<file path="config.mk">
export PLATFORM = sky130hd
export DESIGN_NAME = race_timer_scoreboard
export DESIGN_NICKNAME = d
export VERILOG_FILES = /design/src/rtl/race_timer_scoreboard.sv
export SDC_FILE = /design/constraint.sdc
export NUM_CORES = 1
export LEC_CHECK = 0
export CAP_MARGIN = 40
export CORE_ASPECT_RATIO = 1.25
export CORE_UTILIZATION = 39
export DETAILED_ROUTE_END_ITERATION = 8
export PLACE_DENSITY = 0.69
export SLEW_MARGIN = 20
export SYNTH_ARGS = -nofsm -noshare
export SYNTH_HDL_FRONTEND = slang
export SYNTH_SLANG_ARGS = --single-unit
</file>
<file path="constraint.sdc">
create_clock -name clock -period 4.19 [get_ports clock]
set_input_delay 0.6285 -clock clock [delete_from_list [all_inputs] [get_ports clock]]
set_output_delay 0.6285 -clock clock [all_outputs]
set_load 0.05 [all_outputs]
</file>
<file path="src/rtl/race_timer_scoreboard.sv">
// Race timer and best-time scoreboard for the drag-race game.
// Turns the race FSM's level events into a start countdown, a Go light, the
// elapsed race time in centiseconds and a retained best time. It also returns
// a one-cycle save acknowledge so the race FSM can leave its SaveBest state.
//
// Ports:
//   clock, reset          : system clock; synchronous active-high reset
//   new_game              : level, restarts the countdown while high
//   launch/finish/crash   : level events from the race FSM
//   save_req              : level, race FSM is in SaveBest
//   count_down_time [2:0] : seconds left in the countdown
//   go                    : start light
//   race_time      [13:0] : elapsed race time, centiseconds
//   best_time      [13:0] : best saved time, meaningful when best_valid=1
//   best_valid            : at least one time saved since reset
//   new_record            : last save replaced best_time
//   save_ack              : one-cycle acknowledge of save_req
//   false_start           : launch came before go
//   timeout               : race_time saturated at TIME_MAX
module race_timer_scoreboard #(
    parameter int unsigned TICK_DIV    = 500000,
    parameter int unsigned CS_PER_SEC  = 100,
    parameter int unsigned COUNT_START = 3,
    parameter int unsigned TIME_MAX    = 9999
) (
    input  logic        clock,
    input  logic        reset,
    input  logic        new_game,
    input  logic        launch,
    input  logic        finish,
    input  logic        crash,
    input  logic        save_req,
    output logic [2:0]  count_down_time,
    output logic        go,
    output logic [13:0] race_time,
    output logic [13:0] best_time,
    output logic        best_valid,
    output logic        new_record,
    output logic        save_ack,
    output logic        false_start,
    output logic        timeout
);

    localparam int unsigned PW = (TICK_DIV > 1) ? $clog2(TICK_DIV) : 1;
    localparam int unsigned SW = (CS_PER_SEC > 1) ? $clog2(CS_PER_SEC) : 1;
    localparam int unsigned TW = 14;
    localparam int unsigned CW = 3;

    localparam logic [PW-1:0] PRESC_LAST = PW'(TICK_DIV - 1);
    localparam logic [SW-1:0] SEC_LAST   = SW'(CS_PER_SEC - 1);
    localparam logic [TW-1:0] TIME_LIMIT = TW'(TIME_MAX);
    localparam logic [TW-1:0] TIME_PRE   = TW'(TIME_MAX - 1);
    localparam logic [CW-1:0] COUNT_LOAD = CW'(COUNT_START);

    localparam logic [2:0] S_IDLE      = 3'd0;
    localparam logic [2:0] S_COUNTDOWN = 3'd1;
    localparam logic [2:0] S_ARMED     = 3'd2;
    localparam logic [2:0] S_RUNNING   = 3'd3;
    localparam logic [2:0] S_FINISHED  = 3'd4;
    localparam logic [2:0] S_SAVED     = 3'd5;
    localparam logic [2:0] S_CRASHED   = 3'd6;

    logic [2:0]    state, state_nxt;
    logic [PW-1:0] presc, presc_nxt;
    logic [SW-1:0] sec, sec_nxt;
    logic          tick_c;

    logic [CW-1:0] cdt_nxt;
    logic          go_nxt;
    logic [TW-1:0] rt_nxt;
    logic [TW-1:0] bt_nxt;
    logic          bv_nxt;
    logic          nr_nxt;
    logic          ack_nxt;
    logic          fs_nxt;
    logic          to_nxt;

    // Centisecond strobe: last cycle of each prescaler period.
    assign tick_c = (presc == PRESC_LAST);

    // Next-state and next-output logic.
    always_comb begin
        state_nxt = state;
        presc_nxt = tick_c ? '0 : presc + PW'(1);
        sec_nxt   = sec;
        cdt_nxt   = count_down_time;
        go_nxt    = go;
        rt_nxt    = race_time;
        bt_nxt    = best_time;
        bv_nxt    = best_valid;
        nr_nxt    = new_record;
        ack_nxt   = 1'b0;
        fs_nxt    = false_start;
        to_nxt    = timeout;

        if (new_game) begin
            // Restart from any state; the best time survives.
            state_nxt = S_COUNTDOWN;
            presc_nxt = '0;
            sec_nxt   = '0;
            cdt_nxt   = COUNT_LOAD;
            go_nxt    = 1'b0;
            rt_nxt    = '0;
            fs_nxt    = 1'b0;
            to_nxt    = 1'b0;
            nr_nxt    = 1'b0;
        end else begin
            case (state)
                S_COUNTDOWN: begin
                    if (launch) begin
                        fs_nxt    = 1'b1;
                        state_nxt = S_CRASHED;
                    end else if (tick_c) begin
                        if (sec == SEC_LAST) begin
                            sec_nxt = '0;
                            cdt_nxt = count_down_time - CW'(1);
                            if (count_down_time == CW'(1)) begin
                                go_nxt    = 1'b1;
                                state_nxt = S_ARMED;
                            end
                        end else begin
                            sec_nxt = sec + SW'(1);
                        end
                    end
                end

                S_ARMED: begin
                    if (launch) begin
                        state_nxt = S_RUNNING;
                        presc_nxt = '0;
                    end
                end

                S_RUNNING: begin
                    // Finish wins over both crash and a coincident tick.
                    if (finish) begin
                        go_nxt    = 1'b0;
                        state_nxt = S_FINISHED;
                    end else begin
                        if (tick_c) begin
                            if (race_time == TIME_PRE) begin
                                rt_nxt    = TIME_LIMIT;
                                to_nxt    = 1'b1;
                                go_nxt    = 1'b0;
                                state_nxt = S_CRASHED;
                            end else begin
                                rt_nxt = race_time + TW'(1);
                            end
                        end
                        if (crash) begin
                            go_nxt    = 1'b0;
                            state_nxt = S_CRASHED;
                        end
                    end
                end

                S_FINISHED: begin
                    if (save_req) begin
                        state_nxt = S_SAVED;
                        ack_nxt   = 1'b1;
                        // A tie does not count as a record.
                        if (!best_valid || (race_time < best_time)) begin
                            bt_nxt = race_time;
                            bv_nxt = 1'b1;
                            nr_nxt = 1'b1;
                        end else begin
                            nr_nxt = 1'b0;
                        end
                    end
                end

                default: begin
                end
            endcase
        end
    end

    // State and output registers.
    always_ff @(posedge clock) begin
        if (reset) begin
            state           <= S_IDLE;
            presc           <= '0;
            sec             <= '0;
            count_down_time <= '0;
            go              <= 1'b0;
            race_time       <= '0;
            best_time       <= '0;
            best_valid      <= 1'b0;
            new_record      <= 1'b0;
            save_ack        <= 1'b0;
            false_start     <= 1'b0;
            timeout         <= 1'b0;
        end else begin
            state           <= state_nxt;
            presc           <= presc_nxt;
            sec             <= sec_nxt;
            count_down_time <= cdt_nxt;
            go              <= go_nxt;
            race_time       <= rt_nxt;
            best_time       <= bt_nxt;
            best_valid      <= bv_nxt;
            new_record      <= nr_nxt;
            save_ack        <= ack_nxt;
            false_start     <= fs_nxt;
            timeout         <= to_nxt;
        end
    end

endmodule

</file>
==> impl_metrics.py, run 1 <==
metrics = {
    "place": {
        "placed_area_sq_um": 4010,
        "port_buffers": 43,
        "dp_hpwl_um": 5150,
        "place_congestion": 0.788,
        "dp.cells": 548,
    },
    "clock_network": {
        "cts_buffer_depth": 2,
        "cts_hold_buf": 0,
        "cts_tree": "built",
        "clk_pin_slew_worst_paths_ns": 0.08,
        "root_buffer": "clkbuf_8",
        "numCtsBuffers": 9,
        "htreeDepth": 3,
        "post_cts_resize_count": 0,
        "cts_setup_buffers": 0,
        "cts_sinks": 66,
        "clk_latency_ns": 0.35,
    },
    "timing": {
        "finalHoldViolCount": 0,
        "grt_setup_unrepaired": "no",
        "maxSlewHeadroom": 0.604,
        "setup_viol": 0,
        "tns_ns": 0,
        "finalCritPeriodShare": 0.559,
        "period_minus_slack_ns": 2.34,
        "clock_skew_ns": 0.00913,
        "timing.fmax_mhz": 427,
        "slew_violations": 0,
        "tightest_slew_ns": 0.594,
    },
    "power_and_ir_drop": {
        "power.density_nw_per_um2": 292,
        "vdd_drop_max_v": 0.000133,
        "leakagePower_nw": 1.45,
        "finalPower_w": 0.00123,
    },
    "final_layout": {
        "layout_commonest_cell": "dfxtp_1",
        "num_antenna_cells": 0,
        "fin_cells": 565,
        "layout_common_cells": "dfxtp_1, nor2_1, clkdlybuf4s50_1",
        "final_cell_area_sq_um": 4220,
        "syn_to_final_growth_pct": 20.3,
        "drive_above_1_share": 0.0719,
        "nNetsFinal": 466,
        "fillCellCount": 826,
    },
    "yosys": {
        "ys_types": 51,
        "syn_inst": 398,
        "async_reset_ff_frac": 0,
        "synth-main-ff-cell": "dfxtp_1",
        "synth.yosys.seq_area_share": 0.377,
        "syn_avg_cell_area_sq_um": 8.81,
        "yosys_warnings": 0,
        "syn_area_sq_um": 3510,
        "synth_enable_flop_cells": 0,
        "synth-seq-cells": 66,
        "synth_nets": 424,
    },
    "global_routing": {
        "antenna_found_initial": 0,
        "track_usage": 0.167,
        "grt_pass1_wl_um": 12300,
        "overflow": 0,
        "grt_pass1_vias": 2689,
        "grt_max_degree": 35,
    },
    "floorplanning": {
        "coreArea_sq_um": 8700,
        "fp.dieH_um": 108,
        "start_util": 0.403,
        "dieArea_sq_um": 9380,
        "die_x_um": 86.8,
        "io_pins": 44,
        "num_rows": 38,
    },
    "hold_path": {
        "hold-path-cell-count": 1,
        "hp-start": "presc[0]",
        "hp-class": "flip-flop to flip-flop",
        "min_to": "presc[0]",
    },
    "worst_setup_path": {
        "crit_fanout": 9,
        "crit_type": "flip-flop to primary output",
        "required_ns": 3.56,
        "max_stage_delay_ns": 0.86,
        "worstPathArrival_ns": 1.71,
        "reg2reg_from": "race_time[4]",
        "cp_num_buf_inv": 1,
        "end_kind": "primary output",
        "slowest_stage": "clkdlybuf4s50_1",
        "timing.rr.end": "best_time[1]",
        "cp-start-kind": "flip-flop",
        "reg2regPathDepth": 8,
        "path_cells": "clkdlybuf4s50_1",
        "critPathTopFamily": "buffers and inverters",
        "r2r_setup_slack_ns": 1.86,
    },
    "detailed_routing": {
        "ant_nets": 0,
        "wire_per_inst_um": 12.4,
        "drt-pass1-iter-count": 4,
        "drc": 0,
        "wl_um": 7010,
        "first_iter_violations": 84,
        "vias": 2833,
        "viasPerCell": 5.01,
    },
    "outcome": {
        "status": "complete, no violations",
    },
    "job": {
        "max-cap-violations": 0,
    },
}
==> synth_stat cells, drive strengths merged, types with 2 or more instances <==
| cell | count | area (sq um) |
|---|---|---|
| and3 | 4 | 25.0 |
| a31oi | 2 | 12.5 |
| and4 | 7 | 62.6 |
| or3 | 3 | 18.8 |
| xnor2 | 9 | 78.8 |
| nand2b | 32 | 200 |
| buf | 10 | 70.1 |
| nand3 | 24 | 143 |
| nor2b | 3 | 18.8 |
| a211o | 2 | 17.5 |
| nor2 | 58 | 218 |
| a211oi | 2 | 15.0 |
| or2 | 2 | 12.5 |
| o21a | 2 | 15.0 |
| and4bb | 2 | 25.0 |
| ha | 19 | 238 |
| xor2 | 27 | 236 |
| a41o | 2 | 20.0 |
| o31ai | 3 | 27.5 |
| mux2i | 16 | 160 |
| dfxtp | 66 | 1320 |
| inv | 23 | 86.3 |
| nor4 | 3 | 63.8 |
| a21oi | 16 | 80.1 |
| o21ai | 8 | 43.8 |
| clkbuf | 5 | 18.8 |
| nand2 | 19 | 71.3 |
| nor3 | 10 | 55.1 |
| nand4 | 8 | 50.1 |
==> layer usage <==
| metal | up-vias | share of wire | global-route usage | wire [um] |
|---|---|---|---|---|
| met2 | 62 | 0.49 | 0.290 | 3430 |
| met1 | 1316 | 0.45 | 0.194 | 3170 |
| li1 | 1444 | - | - | - |
| met3 | 11 | 0.036 | 0.0298 | 250 |
| met4 | 0 | 0.021 | 0.0833 | 147 |
| met5 | - | 0 | 0 | 0 |
==> worst reg2reg max path: cells and delay by family (launching register included) <==
kind / cells / cell delay, ns
buffers and inverters: 1 / 0.21
flip-flops: 1 / 0.49
AO/OA/AOI/OAI: 4 / 0.67
adder cells (fa/ha/maj): 1 / 0.31
multiplexers: 1 / 0.19
AND/OR/NAND/NOR: 1 / 0.39
==> power breakdown <==
| part | leakage [nW] | internal [W] | switching (W) |
|---|---|---|---|
| Sequential | 0.533 | 0.000632 | 0.00000818 |
| Combinational | 0.815 | 0.0000273 | 0.0000387 |
| Clock | 0.0990 | 0.000273 | 0.000255 |
| Total | 1.45 | 0.000932 | 0.000302 |
==> flip-flops by register name (all words and copies together) (netlist names) <==
| signal | flops |
|---|---|
| presc | 19 |
| best_time | 14 |
| race_time | 14 |
| sec | 7 |
| count_down_time | 3 |
| state | 3 |
| best_valid | 1 |
| false_start | 1 |
| go | 1 |
| new_record | 1 |
| save_ack | 1 |
| timeout | 1 |
==> final cells by class <==
| type | count | area [sq um] | share of cell area |
|---|---|---|---|
| Tap cell | 120 | 150 | 0.0356 |
| Sequential cell | 66 | 1320 | 0.313 |
| Inverter | 23 | 86.3 | 0.0205 |
| Clock buffer | 9 | 124 | 0.0293 |
| Clock inverter | 7 | 70.1 | 0.0166 |
| Timing Repair Buffer | 46 | 458 | 0.108 |
| Multi-Input combinational cell | 294 | 2010 | 0.477 |
==> logic make-up (layout without fill, tap and decap cells) <==
kind of cell,Yosys count,count (layout),share of synthesized area
and+or+nand+nor,182,182,0.295
DFF,66,66,0.377
AOI/OAI and AO/OA,41,41,0.0749
buffers and inverters,38,85,0.0499
xor gates and xnor gates,36,36,0.0899
adders and majority gates,19,19,0.0678
muxes,16,16,0.0456
==> worst max path at each step <==
stage	startpoint	to	depth (start not counted)
6_report	race_time[2]	race_time[2]	1
5_1_grt	race_time[1]	state[1]	7
4_1_cts	race_time[4]	best_time[6]	7
3_5_place_dp	save_req	best_time[0]	6
3_3_place_gp	finish	race_time[12]	6
2_1_floorplan	race_time[3]	best_time[2]	9
==> through the flow <==
step	setup slack, ns	util	hold slack [ns]
floorplan	1.78	-	0.430
global placement	1.46	0.461	0.444
detailed placement	1.50	0.461	0.456
CTS	1.58	0.483	0.474
global route	1.65	0.485	0.506
finish	1.85	0.485	0.468
No activity file was read; power rests on OpenSTA's default activity.
==> run 2, diff against run 1 <==
clock period = 2.38 ns   (was 4.19 ns; I/O delays follow)
==> impl_metrics.py, run 2 (same netlist as run 1, synthesis figures left out) <==
metrics = {
    "detailed_routing": {
        "viasPerCell": 5.07,
        "drc": 0,
        "wl_um": 7330,
        "ant_nets": 0,
        "top_layer_used": "met4",
        "vias": 2902,
        "drt-pass1-iter-count": 4,
        "route.met2.wl_um": 3570,
        "first_iter_violations": 131,
        "met1Wirelength_um": 3410,
        "dr_wl_met3_um": 254,
        "wire_per_inst_um": 12.8,
    },
    "timing": {
        "finalCritPeriodShare": 0.895,
        "hold_ws_ns": 0.465,
        "clock_skew_ns": 0.00940,
        "finalHoldViolCount": 0,
        "maxSlewHeadroom": 0.659,
        "tightest_slew_ns": 0.510,
        "grt_setup_unrepaired": "no",
        "slew_violations": 0,
        "timing.fmax_mhz": 469,
        "period_minus_slack_ns": 2.13,
        "tns_ns": 0,
        "setup_viol": 0,
        "worst_slack_ns": 0.250,
    },
    "outcome": {
        "status": "complete, no violations",
    },
    "worst_setup_path": {
        "crit_type": "flip-flop to flip-flop",
        "required_ns": 2.66,
        "r2r_setup_slack_ns": 0.25,
        "cp-start-kind": "flip-flop",
        "worstPathArrival_ns": 2.41,
        "reg2reg_from": "race_time[4]",
        "crit_fanout": 14,
        "timing.rr.end": "best_time[1]",
        "reg2regPathDepth": 8,
        "end_kind": "flip-flop",
    },
    "power_and_ir_drop": {
        "finalPower_w": 0.00211,
        "power.density_nw_per_um2": 494,
        "vdd_drop_max_v": 0.000291,
        "leakagePower_nw": 1.47,
    },
    "final_layout": {
        "fillCellCount": 854,
        "largest_register_ffs": 19,
        "layout_common_cells": "dfxtp_1, nor2_1, clkdlybuf4s50_1",
        "layout_commonest_cell": "dfxtp_1",
        "num_antenna_cells": 0,
        "largestRegisters": "presc x19, best_time x14, race_time x14",
        "drive_above_1_share": 0.0907,
        "nNetsFinal": 473,
        "largest_register": "presc",
        "syn_to_final_growth_pct": 21.6,
    },
    "global_routing": {
        "overflow": 0,
        "grt_pass1_wl_um": 12500,
        "grt_pass1_vias": 2724,
        "track_usage": 0.170,
        "antenna_found_initial": 0,
        "grt_max_degree": 33,
    },
    "clock_network": {
        "cts_tree": "built",
        "cts_hold_buf": 0,
        "post_cts_resize_count": 0,
        "htreeDepth": 3,
        "root_buffer": "clkbuf_8",
        "clk_latency_ns": 0.35,
        "cts_setup_buffers": 0,
        "cts_buffer_depth": 2,
        "cts_sinks": 66,
        "clk_pin_slew_worst_paths_ns": 0.08,
        "numCtsBuffers": 9,
    },
    "place": {
        "dp_hpwl_um": 5370,
        "place_congestion": 0.831,
        "pre_cts_ws_ns": 0.228,
        "port_buffers": 43,
    },
    "hold_path": {
        "hp-class": "flip-flop to flip-flop",
        "hold-path-cell-count": 1,
        "hp-start": "presc[0]",
        "min_to": "presc[0]",
    },
    "floorplanning": {
        "io_pins": 44,
        "start_util": 0.403,
        "coreArea_sq_um": 8700,
        "die_x_um": 86.8,
        "num_rows": 38,
        "fp.dieH_um": 108,
        "dieArea_sq_um": 9380,
    },
    "job": {
        "max-cap-violations": 0,
    },
}
run 2: changes by cell type in the layout (fill, tap and decap cells not counted):
| cell | before | now |
|---|---|---|
| buf_4 | 1 | 9 |
| clkinv_2 | 3 | 1 |
| clkinvlp_4 | 1 | 3 |
| dfxtp_1 | 66 | 64 |
| dfxtp_2 | 0 | 2 |
| buf_12 | 0 | 1 |
| buf_2 | 1 | 0 |
| buf_8 | 1 | 0 |
| bufinv_16 | 1 | 0 |
| inv_6 | 0 | 1 |
run 2: layout make-up:
class,count,area (sq um),area share
inverters,23,86.3,0.0202
multi-input cells,294,2010,0.471
repair buffers,53,518,0.121
clock inverters,7,53.8,0.0126
flip-flops and latches,66,1320,0.310
clock buffers,9,124,0.0290
well taps,120,150,0.0352
run 2: per-stage QoR:
step                      area [sq um]   util  instances
after floorplan                   3510      -        398
after global placement            4090  0.470        556
after detailed placement          4090  0.470        556
after CTS                         4270  0.491        572
after global routing              4270  0.491        572
final                             4270  0.491        572
run 2: worst max-delay path by stage:
stage / start / to / cells after the start
floorplan: race_time[4] / best_time[2] / 9
global placement: finish / state[1] / 6
detailed placement: race_time[4] / best_time[1] / 8
CTS: race_time[4] / best_time[1] / 8
global route: race_time[4] / best_time[7] / 8
finish: race_time[4] / best_time[1] / 8
run 2: power breakdown:
part | leakage [nW] | internal (W) | switching [W]
clock network | 0.0818 | 0.000382 | 0.000475
logic | 0.851 | 0.0000531 | 0.0000742
registers | 0.534 | 0.00111 | 0.0000106
total | 1.47 | 0.00155 | 0.000560
run 2: per-layer routing:
| metal | vias to the layer above | track usage |
|---|---|---|
| met4 | 0 | 0.0548 |
| met1 | 1377 | 0.208 |
| li1 | 1458 | - |
| met5 | - | 0 |
| met2 | 56 | 0.294 |
| met3 | 11 | 0.0382 |
run 2: worst max-delay path, stage by stage (launching register included):
cell	delay [ns]
dfxtp_1	0.48
ha_1	0.30
o21a_1	0.17
a21oi_1	0.12
o21ai_1	0.11
a32oi_1	0.24
and4_1	0.27
buf_12	0.17
mux2i_1	0.20
